## config.mk

```make
export PLATFORM = sky130hd
export DESIGN_NAME = fb_frame_sequencer
export DESIGN_NICKNAME = d
export VERILOG_FILES = /design/src/rtl/fb_pkg.sv /design/src/rtl/fb_clear_counter.sv /design/src/rtl/fb_frame_sequencer.sv
export SDC_FILE = /design/constraint.sdc
export NUM_CORES = 1
export LEC_CHECK = 0
export BUFFER_PORTS_ARGS = -buffer_cell sky130_fd_sc_hd__buf_2
export CORE_ASPECT_RATIO = 0.6
export CORE_MARGIN = 2
export CORE_UTILIZATION = 35
export CTS_BUF_LIST = sky130_fd_sc_hd__clkbuf_8
export DETAILED_ROUTE_END_ITERATION = 12
export GPL_TIMING_DRIVEN = 0
export HOLD_SLACK_MARGIN = 0.05
export RECOVER_POWER = 25
export SYNTH_ARGS = -nofsm -noshare
export SYNTH_HDL_FRONTEND = slang
export SYNTH_SLANG_ARGS = --single-unit
```

## constraint.sdc

```tcl
create_clock -name clk_i -period 2.57 [get_ports clk_i]
set_input_delay 0.257 -clock clk_i [delete_from_list [all_inputs] [get_ports clk_i]]
set_output_delay 0.257 -clock clk_i [all_outputs]
set_load 0.02 [all_outputs]
```

## src/rtl/fb_pkg.sv

```systemverilog
// fb_pkg: shared types and widths for the framebuffer frame sequencer.
//   PIX_W    - pixel index width (up to 2^19 pixels per buffer)
//   ADDR_W   - framebuffer address width: {buffer select, pixel index}
//   COLOR_W  - palette index width
//   fb_state_t - sequencer FSM states
//   fb_addr() - builds a framebuffer address from a buffer select and a pixel index
package fb_pkg;

  localparam int unsigned PIX_W   = 19;
  localparam int unsigned ADDR_W  = 20;
  localparam int unsigned COLOR_W = 4;

  typedef logic [PIX_W-1:0]   pix_addr_t;
  typedef logic [ADDR_W-1:0]  fb_addr_t;
  typedef logic [COLOR_W-1:0] color_t;

  typedef enum logic [1:0] {
    StIdle,
    StClear,
    StDraw,
    StWaitSwap
  } fb_state_t;

  function automatic fb_addr_t fb_addr(input logic buf_sel, input pix_addr_t pix);
    return {buf_sel, pix};
  endfunction

endpackage

```

## src/rtl/fb_clear_counter.sv

```systemverilog
// fb_clear_counter: pixel index counter used by the clear engine.
//   clk_i, rst_ni - clock, asynchronous active-low reset
//   start_i       - reload the counter with 0 (wins over step_i)
//   step_i        - advance to the next pixel
//   cnt_o         - current pixel index
//   last_o        - current index is the final pixel (NumPix-1)
module fb_clear_counter
  import fb_pkg::*;
#(
  parameter int unsigned NumPix = 8
) (
  input  logic             clk_i,
  input  logic             rst_ni,
  input  logic             start_i,
  input  logic             step_i,
  output logic [PIX_W-1:0] cnt_o,
  output logic             last_o
);

  pix_addr_t cnt_q, cnt_d;

  always_comb begin
    cnt_d = cnt_q;
    if (start_i) begin
      cnt_d = '0;
    end else if (step_i) begin
      cnt_d = pix_addr_t'(cnt_q + 1'b1);
    end
  end

  always_ff @(posedge clk_i or negedge rst_ni) begin
    if (!rst_ni) begin
      cnt_q <= '0;
    end else begin
      cnt_q <= cnt_d;
    end
  end

  assign cnt_o  = cnt_q;
  assign last_o = (cnt_q == pix_addr_t'(NumPix - 1));

endmodule

```

## src/rtl/fb_frame_sequencer.sv

```systemverilog
// fb_frame_sequencer: per-frame controller that owns the framebuffer write port.
// Each frame: clear the back buffer, let the sprite drawer run (its writes are forwarded
// with one cycle of latency), then wait for vertical blank to swap buffers.
// Build option: FB_DOUBLE_BUFFER_EN - when defined, draw_buf_o toggles on each swap and a
// finished frame waits in StWaitSwap; when undefined, draw_buf_o stays 0 and a finished
// frame returns to StIdle.
//   clk_i, rst_ni      - clock, asynchronous active-low reset
//   vsync_start_i      - one-cycle pulse at start of vertical blank
//   sprite_start_o     - one-cycle pulse in the first draw cycle
//   sprite_done_i      - sprite drawer finished
//   sprite_write_i, sprite_w_addr_i, sprite_wdata_i - sprite write request
//   fb_write_o, fb_w_addr_o, fb_wdata_o - registered framebuffer write port
//   draw_buf_o         - buffer being drawn
//   frame_busy_o       - high while clearing or drawing
//   overrun_cnt_o      - saturating count of vsync pulses that arrived mid-frame
module fb_frame_sequencer
  import fb_pkg::*;
#(
  parameter int unsigned FB_WIDTH    = 640,
  parameter int unsigned FB_HEIGHT   = 480,
  parameter color_t      CLEAR_COLOR = 4'h0
) (
  input  logic               clk_i,
  input  logic               rst_ni,
  input  logic               vsync_start_i,
  output logic               sprite_start_o,
  input  logic               sprite_done_i,
  input  logic               sprite_write_i,
  input  logic [PIX_W-1:0]   sprite_w_addr_i,
  input  logic [COLOR_W-1:0] sprite_wdata_i,
  output logic               fb_write_o,
  output logic [ADDR_W-1:0]  fb_w_addr_o,
  output logic [COLOR_W-1:0] fb_wdata_o,
  output logic               draw_buf_o,
  output logic               frame_busy_o,
  output logic [7:0]         overrun_cnt_o
);

  // FB_WIDTH*FB_HEIGHT must not exceed 2^19 so the pixel index fits PIX_W bits.
  localparam int unsigned NumPix = FB_WIDTH * FB_HEIGHT;

  fb_state_t state_q, state_d;
  logic      fb_write_q, fb_write_d;
  fb_addr_t  fb_w_addr_q, fb_w_addr_d;
  color_t    fb_wdata_q, fb_wdata_d;
  logic      draw_buf_q, draw_buf_d;
  logic      busy_q, busy_d;
  logic      sprite_start_q, sprite_start_d;
  logic [7:0] overrun_q, overrun_d;

  logic      cnt_start, cnt_step, cnt_last;
  pix_addr_t cnt;

  fb_clear_counter #(
    .NumPix(NumPix)
  ) u_clear_counter (
    .clk_i  (clk_i),
    .rst_ni (rst_ni),
    .start_i(cnt_start),
    .step_i (cnt_step),
    .cnt_o  (cnt),
    .last_o (cnt_last)
  );

  always_comb begin
    state_d        = state_q;
    draw_buf_d     = draw_buf_q;
    overrun_d      = overrun_q;
    fb_write_d     = 1'b0;
    fb_w_addr_d    = '0;
    fb_wdata_d     = '0;
    sprite_start_d = 1'b0;
    cnt_start      = 1'b0;
    cnt_step       = 1'b0;

    // A vsync mid-frame never restarts or swaps; it is only counted.
    if (vsync_start_i && (state_q == StClear || state_q == StDraw) && overrun_q != 8'hFF) begin
      overrun_d = overrun_q + 8'd1;
    end

    unique case (state_q)
      StIdle, StWaitSwap: begin
        if (vsync_start_i) begin
`ifdef FB_DOUBLE_BUFFER_EN
          if (state_q == StWaitSwap) begin
            draw_buf_d = ~draw_buf_q;
          end
`endif
          // Pixel 0 is registered on the entry edge so the clear has no bubble.
          state_d     = StClear;
          cnt_start   = 1'b1;
          fb_write_d  = 1'b1;
          fb_w_addr_d = fb_addr(draw_buf_d, '0);
          fb_wdata_d  = CLEAR_COLOR;
        end
      end
      StClear: begin
        // cnt is the pixel currently presented on the write port.
        if (cnt_last) begin
          state_d        = StDraw;
          sprite_start_d = 1'b1;
        end else begin
          cnt_step    = 1'b1;
          fb_write_d  = 1'b1;
          fb_w_addr_d = fb_addr(draw_buf_q, pix_addr_t'(cnt + 1'b1));
          fb_wdata_d  = CLEAR_COLOR;
        end
      end
      StDraw: begin
        if (sprite_write_i) begin
          fb_write_d  = 1'b1;
          fb_w_addr_d = fb_addr(draw_buf_q, sprite_w_addr_i);
          fb_wdata_d  = sprite_wdata_i;
        end
        if (sprite_done_i) begin
`ifdef FB_DOUBLE_BUFFER_EN
          state_d = StWaitSwap;
`else
          state_d = StIdle;
`endif
        end
      end
      default: state_d = StIdle;
    endcase

    busy_d = (state_d == StClear) || (state_d == StDraw);
  end

  always_ff @(posedge clk_i or negedge rst_ni) begin
    if (!rst_ni) begin
      state_q        <= StIdle;
      fb_write_q     <= 1'b0;
      fb_w_addr_q    <= '0;
      fb_wdata_q     <= '0;
      draw_buf_q     <= 1'b0;
      busy_q         <= 1'b0;
      sprite_start_q <= 1'b0;
      overrun_q      <= '0;
    end else begin
      state_q        <= state_d;
      fb_write_q     <= fb_write_d;
      fb_w_addr_q    <= fb_w_addr_d;
      fb_wdata_q     <= fb_wdata_d;
      draw_buf_q     <= draw_buf_d;
      busy_q         <= busy_d;
      sprite_start_q <= sprite_start_d;
      overrun_q      <= overrun_d;
    end
  end

  assign fb_write_o     = fb_write_q;
  assign fb_w_addr_o    = fb_w_addr_q;
  assign fb_wdata_o     = fb_wdata_q;
  assign draw_buf_o     = draw_buf_q;
  assign frame_busy_o   = busy_q;
  assign sprite_start_o = sprite_start_q;
  assign overrun_cnt_o  = overrun_q;

endmodule
```

# Yosys cells after proc, flatten, opt, wreduce, memory -nomap -nowiden
# Cells that the tools add are included.
# totals
input_bits	28
elab_cells	44
register_bits	56
out_inout_bits	36
# classes
eq_ne	7
reduce_logical	8
mux	19
n_addsub	2
# op_table
operator	n
19-bit two-way mux	4
20-bit one-hot mux with 3 select lines	1
19-bit by 1-bit adder with 19-bit output (second input constant)	1
19-bit equality test (second input constant)	1
8-bit by 1-bit adder with 8-bit output (second input constant)	1
8-bit inequality test (second input constant)	1
4-bit one-hot mux with 2 select lines	1
1-bit two-way mux	7
2-bit equality test (second input constant)	3
2-bit two-way mux	3
2-bit one-hot mux with 3 select lines	1
2-bit by 1-bit equality test with 1-bit output (second input constant)	2
4-bit two-way mux	1
1-bit one-hot mux with 3 select lines	1
3-bit OR reduction	1
1-bit logical AND	2
2-bit logical NOT	1
1-bit logical OR	2
2-bit nonzero test	1
2-bit OR reduction	1

# Depth between registers and ports, before layout
# depth
depth_word	5
depth_mapped	9
mapped_depth_nobuf	7

# Modules after synthesis
# Synthesis repeated with hierarchy kept, for this count alone.
# unflattened
hier_cells	279
area_unflattened_um2	2871.5
# by_module_without_submodules
mod	n_inst	area_each_um2	seq_area_each_um2	cells_per_inst
fb_frame_sequencer	1	1899.3	900.9	177
fb_clear_counter	1	972.2	475.5	102

# Worst setup path after synthesis
# No wires, ideal clock.
# synth_timing
path_type	register to register
startpoint	reg u_clear_counter.cnt_q[0], in the netlist u_clear_counter.cnt_o[0]
endpoint	reg u_clear_counter.cnt_q[0], in the netlist u_clear_counter.cnt_o[0]
required_ns	2.438
setup_time_ns	0.132
path_slack_ns	0.329
path_stages_with_launch	10
synth_period_minus_slack_ns	2.241
t_arrival_ns	2.109
path_buffers	3
cell_sequence	dfrtp_1 -> ha_1 -> nand3_4 -> or4_1 -> buf_6 -> o21ai_4 -> buf_6 -> buf_12 -> xor2_2 -> nor2_1
# synth_between
elab_chain_cells	4
elab_cells_between_ends	7
classes_between	1 x add/sub; 1 x eq/ne; 4 x mux; 1 x reduce/logical
# synth_rtl
element	line_no	source
from (decl)	fb_clear_counter.sv:20	pix_addr_t cnt_q, cnt_d;
from (signal assigned)	fb_clear_counter.sv:35	cnt_q <= cnt_d;
branches (longest 4 deep; another with 19-bit by 1-bit adder with 19-bit output)	n/a	
# Parallel ways; which one is timed is not known. The select of a mux whose other input is x is not followed.
# A chain may end at the register's enable or synchronous reset.

# Worst setup path in the final report
# layout_timing
startpoint	reg u_clear_counter.cnt_q[0], in the netlist u_clear_counter.cnt_o[0]
endpoint	reg fb_w_addr_q[12], in the netlist fb_w_addr_o[12]
# layout_between
elab_chain_cells	3
elab_cells_between_ends	4
classes_between	1 x add/sub; 1 x eq/ne; 2 x mux
# layout_rtl
element	line_no	source
19-bit by 1-bit adder with 19-bit output or 19-bit equality test (tied branches)	fb_frame_sequencer.sv:105, fb_clear_counter.sv:40	
19-bit two-way mux *	fb_frame_sequencer.sv:99	if (cnt_last) begin
20-bit one-hot mux with 3 select lines *	fb_frame_sequencer.sv:81	unique case (state_q)
via fb_w_addr_d[12]	fb_frame_sequencer.sv:44	fb_addr_t fb_w_addr_q, fb_w_addr_d;
to (signal assigned)	fb_frame_sequencer.sv:142	fb_w_addr_q <= fb_w_addr_d;
to (decl)	fb_frame_sequencer.sv:44	
# Mark *: on every way through the listed nets, which the timed path passes. The rest lies on a longest branch. The select of a mux whose other input is x is not followed.

==> summary.txt <==
Setup path
  – Critical path required time: roughly 2.8 ns
  – Crit path capture type: register
  – Arrival time at the worst endpoint: approximately 2.6 ns
  – Startpoint type of the worst setup path: register
  – Highest fanout seen on the critical path: 10
  – Critical path origin: u_clear_counter.cnt_o[0]
  – Reg2reg setup slack: 0.18 ns
  – Reg2Reg Launch Point: u_clear_counter.cnt_o[0]
  – Crit path kind: register to register

Synth
  – Yosys cell types: around 50
  – Most area-hungry cell type in the Yosys netlist: sky130_fd_sc_hd__dfrtp_1
  – Top_reg_cell synth: sky130_fd_sc_hd__dfrtp_1
  – FFs w/ async S/R, synth: 1.00
  – Dominant cell by count in the synthesized netlist: sky130_fd_sc_hd__dfrtp_1
  – Post-synthesis cell count: ~280
  – Leading post-synthesis cells by cell area: sky130_fd_sc_hd__dfrtp_1, sky130_fd_sc_hd__xnor2_1, sky130_fd_sc_hd__xor2_1
  – Sequential cell area fraction in the yosys report: 0.479
  – Number of flops mapped to enable cells by yosys: 0
  – Synthesis warning total: 0
  – Seq cells post-synth: between 50 and 60
  – Cell area after technology mapping: between 0.002 and 0.003 mm²
  – Synthesized area per cell: a little over 10 µm²
  – Top cell type's share of synthesized area: 0.479
  – Top post-synthesis cells by count: sky130_fd_sc_hd__dfrtp_1, sky130_fd_sc_hd__nand2_1, sky130_fd_sc_hd__nor2_1, sky130_fd_sc_hd__xnor2_1, sky130_fd_sc_hd__xor2_1

Die
  – Die area: approximately 0.009 mm²
  – I/O pin total: 64
  – Vert. Die Dim: approximately 74 µm
  – Width of the die: about 120 µm
  – Effective utilization at floorplan: 0.363
  – Site Rows: 25
  – Area of the core: 0.00791 mm²

Route
  – WL/cell: 14.9 µm
  – Remaining antenna violation count after routing: 0
  – Drc violations: 0
  – Routed WL: 6880 µm
  – Violation count after the first detailed-routing iteration: 120
  – Via total after detailed routing: around 2,300
  – Average vias per placed instance: around 4.9
  – Pre-Repair DR Iteration Count: 4

Clock network
  – Clock root buffer: sky130_fd_sc_hd__clkbuf_8
  – Clock tree from TritonCTS: yes
  – H-tree level count: 2
  – CTS Buffer Depth: 2
  – Clock transition time at the flip-flop clock pins of the worst setup and hold paths: approximately 0.11 ns
  – Worst-skew pair later-pin latency: about 0.33 ns
  – TritonCTS Sinks: 55
  – Number of buffers created by CTS: 5

STA
  – Clk_skew: approximately 0.011 ns
  – Minimum clock period: 2.39 ns
  – Worst-case setup margin in the final layout: ~0.18 ns
  – Final Hold Fails: 0
  – Setup-violating endpoint count in the final report: 0
  – Worst slew pin tran: 1.39 ns
  – RSZ-0062 raised after global routing: no
  – Share of the clock period used by the worst path: 0.928
  – Top achievable clock speed: ~420 MHz
  – Rel. slew slack: 0.0707
  – Worst hold slack: roughly 0.12 ns
  – Final number of max-transition violations: 0

Power
  – Leakage: about 1.4 nW
  – Maximum resistive drop on vdd: 435 µV
  – Power density normalized to cell area: roughly 540 mW/mm²

Place
  – Minimum setup slack after placement: -0.0119 ns
  – Number of buffers added on ports: 61
  – Last weighted congestion value of the routability-driven placer: approximately 0.86
  – Half-perimeter wire length after detailed placement: 5060 µm

Global route
  – Initial antenna violation count: 0
  – Maximum number of pins on one net before global-route repair: 56
  – Gr usage total: 0.158
  – Vias in the first global route: a little over 2,000
  – First-pass GRT wire length: ~11,000 µm
  – Global-route congestion overflow total: 0

Layout
  – P&R area growth vs syn: 19.8%
  – Total of fill cells in the finished design: 789
  – Final Net Count: ~390
  – Number of inserted diodes: 0
  – Layout cells sized above 1: 0.294

Hold path
  – Type of the tightest min-delay check: input pin to register
  – Hold path startpoint: sprite_w_addr_i[13]

Run status
  – Outcome: finished clean

Flow run
  – Max-capacitance violation count: 0
critical path: stages, from the launching register on:
cell and delay, ns:
sky130_fd_sc_hd__dfrtp_2 0.46, sky130_fd_sc_hd__ha_2 0.26, sky130_fd_sc_hd__nand3_4 0.11, sky130_fd_sc_hd__or4_1 0.56, sky130_fd_sc_hd__buf_6 0.16, sky130_fd_sc_hd__o21ai_4 0.18
sky130_fd_sc_hd__or2_1 0.18, sky130_fd_sc_hd__buf_6 0.15, sky130_fd_sc_hd__buf_12 0.14, sky130_fd_sc_hd__o21ai_2 0.06
layout make-up:
cell class / count / area [µm²] / area share
Buffer: 17 / 150 / 0.0436
Clock buffer: 5 / 68.8 / 0.0200
Clock inverter: 3 / 43.8 / 0.0127
Inverter: 5 / 18.8 / 0.00545
Multi-Input combinational cell: 206 / 1340 / 0.388
Sequential cell: 55 / 1380 / 0.400
Tap cell: 108 / 135 / 0.0392
Timing Repair Buffer: 63 / 315 / 0.0915
power by group:
part,switching (mW),internal (mW),total [mW]
Combinational,0.161,0.115,0.276
Sequential,0.0692,0.923,0.992
Clock,0.303,0.291,0.594
Total,0.534,1.33,1.86
path summary, 6_finish.rpt:
kind,endpoint,cells past startpoint
setup / recovery,fb_w_addr_o[12],9
max in group asynchronous,u_clear_counter.cnt_o[0],2
hold reg to reg,overrun_cnt_o[7],1
min in group asynchronous,fb_w_addr_o[16],2
setup reg to reg,fb_w_addr_o[12],9
hold / removal,fb_w_addr_o[13],3
layer usage:
layer | GRT usage | wire length [µm]
met2 | 0.201 | 2460
met1 | 0.259 | 3800
met4 | 0.0310 | 51
met5 | 0 | 0
met3 | 0.0422 | 568
per-stage QoR:
stage | instances | area, µm² | total power [mW] | TNS, ns | utilization
after floorplan | 283 | 2880 | 1.17 | 0 | -
after global placement | 452 | 3320 | 1.28 | -0.160 | 0.419
after detailed placement | 452 | 3320 | 1.29 | -0.0562 | 0.419
after CTS | 460 | 3430 | 1.88 | 0 | 0.434
after global routing | 462 | 3450 | 1.96 | 0 | 0.435
final | 462 | 3450 | 1.86 | 0 | 0.435
logic make-up (layout without fill, tap and decap cells):
kind of cell,count (synthesis),count (layout),share of synthesized area
xor+xnor,33,33,0.103
buf+inv,22,93,0.0587
fa+ha+maj,4,4,0.0174
mux,1,1,0.00392
other cells,1,2,0.00130
compound gates,57,57,0.136
flops,55,55,0.479
simple gates,109,109,0.201
sequential cells by signal, summed over array words and instances (netlist names):
register               flops
fb_write_o                 1
state_q                    2
frame_busy_o               1
fb_w_addr_o               19
fb_wdata_o                 4
u_clear_counter.cnt_o     19
overrun_cnt_o              8
sprite_start_o             1
cells in the final DEF (no fill, tap or decap), drive strengths merged:
master          n
nor2           17
a31oi           1
o211ai          8
o311ai          1
and4            1
dlygate4sd3     1
nor2b           3
xnor2          16
o22ai           1
clkdlybuf4s50   1
bufinv          1
a211oi          1
nor3            3
dfrtp          55
a2bb2oi         2
or2b            1
o31ai           3
conb            2
a22oi           1
buf            64
mux2            1
or4             3
nand4           5
and3            6
nand2b          2
or3             7
clkinv          2
xor2           17
nand2          33
nand3          16
and2            4
clkbuf         19
o41ai           1
inv             5
ha              4
a21oi          12
nand4bb         2
or2             1
nor4            5
o21ai          26
repair_timing:
item	4_1_cts	5_1_grt
endpoints found under the hold margin	0	27
setup buffers	0	1
pin swaps	0	1
resized for setup	1	1
setup endpoints to repair	12	15
hold buffers	0	1
Note: power is estimated with default switching activity, not from simulation.
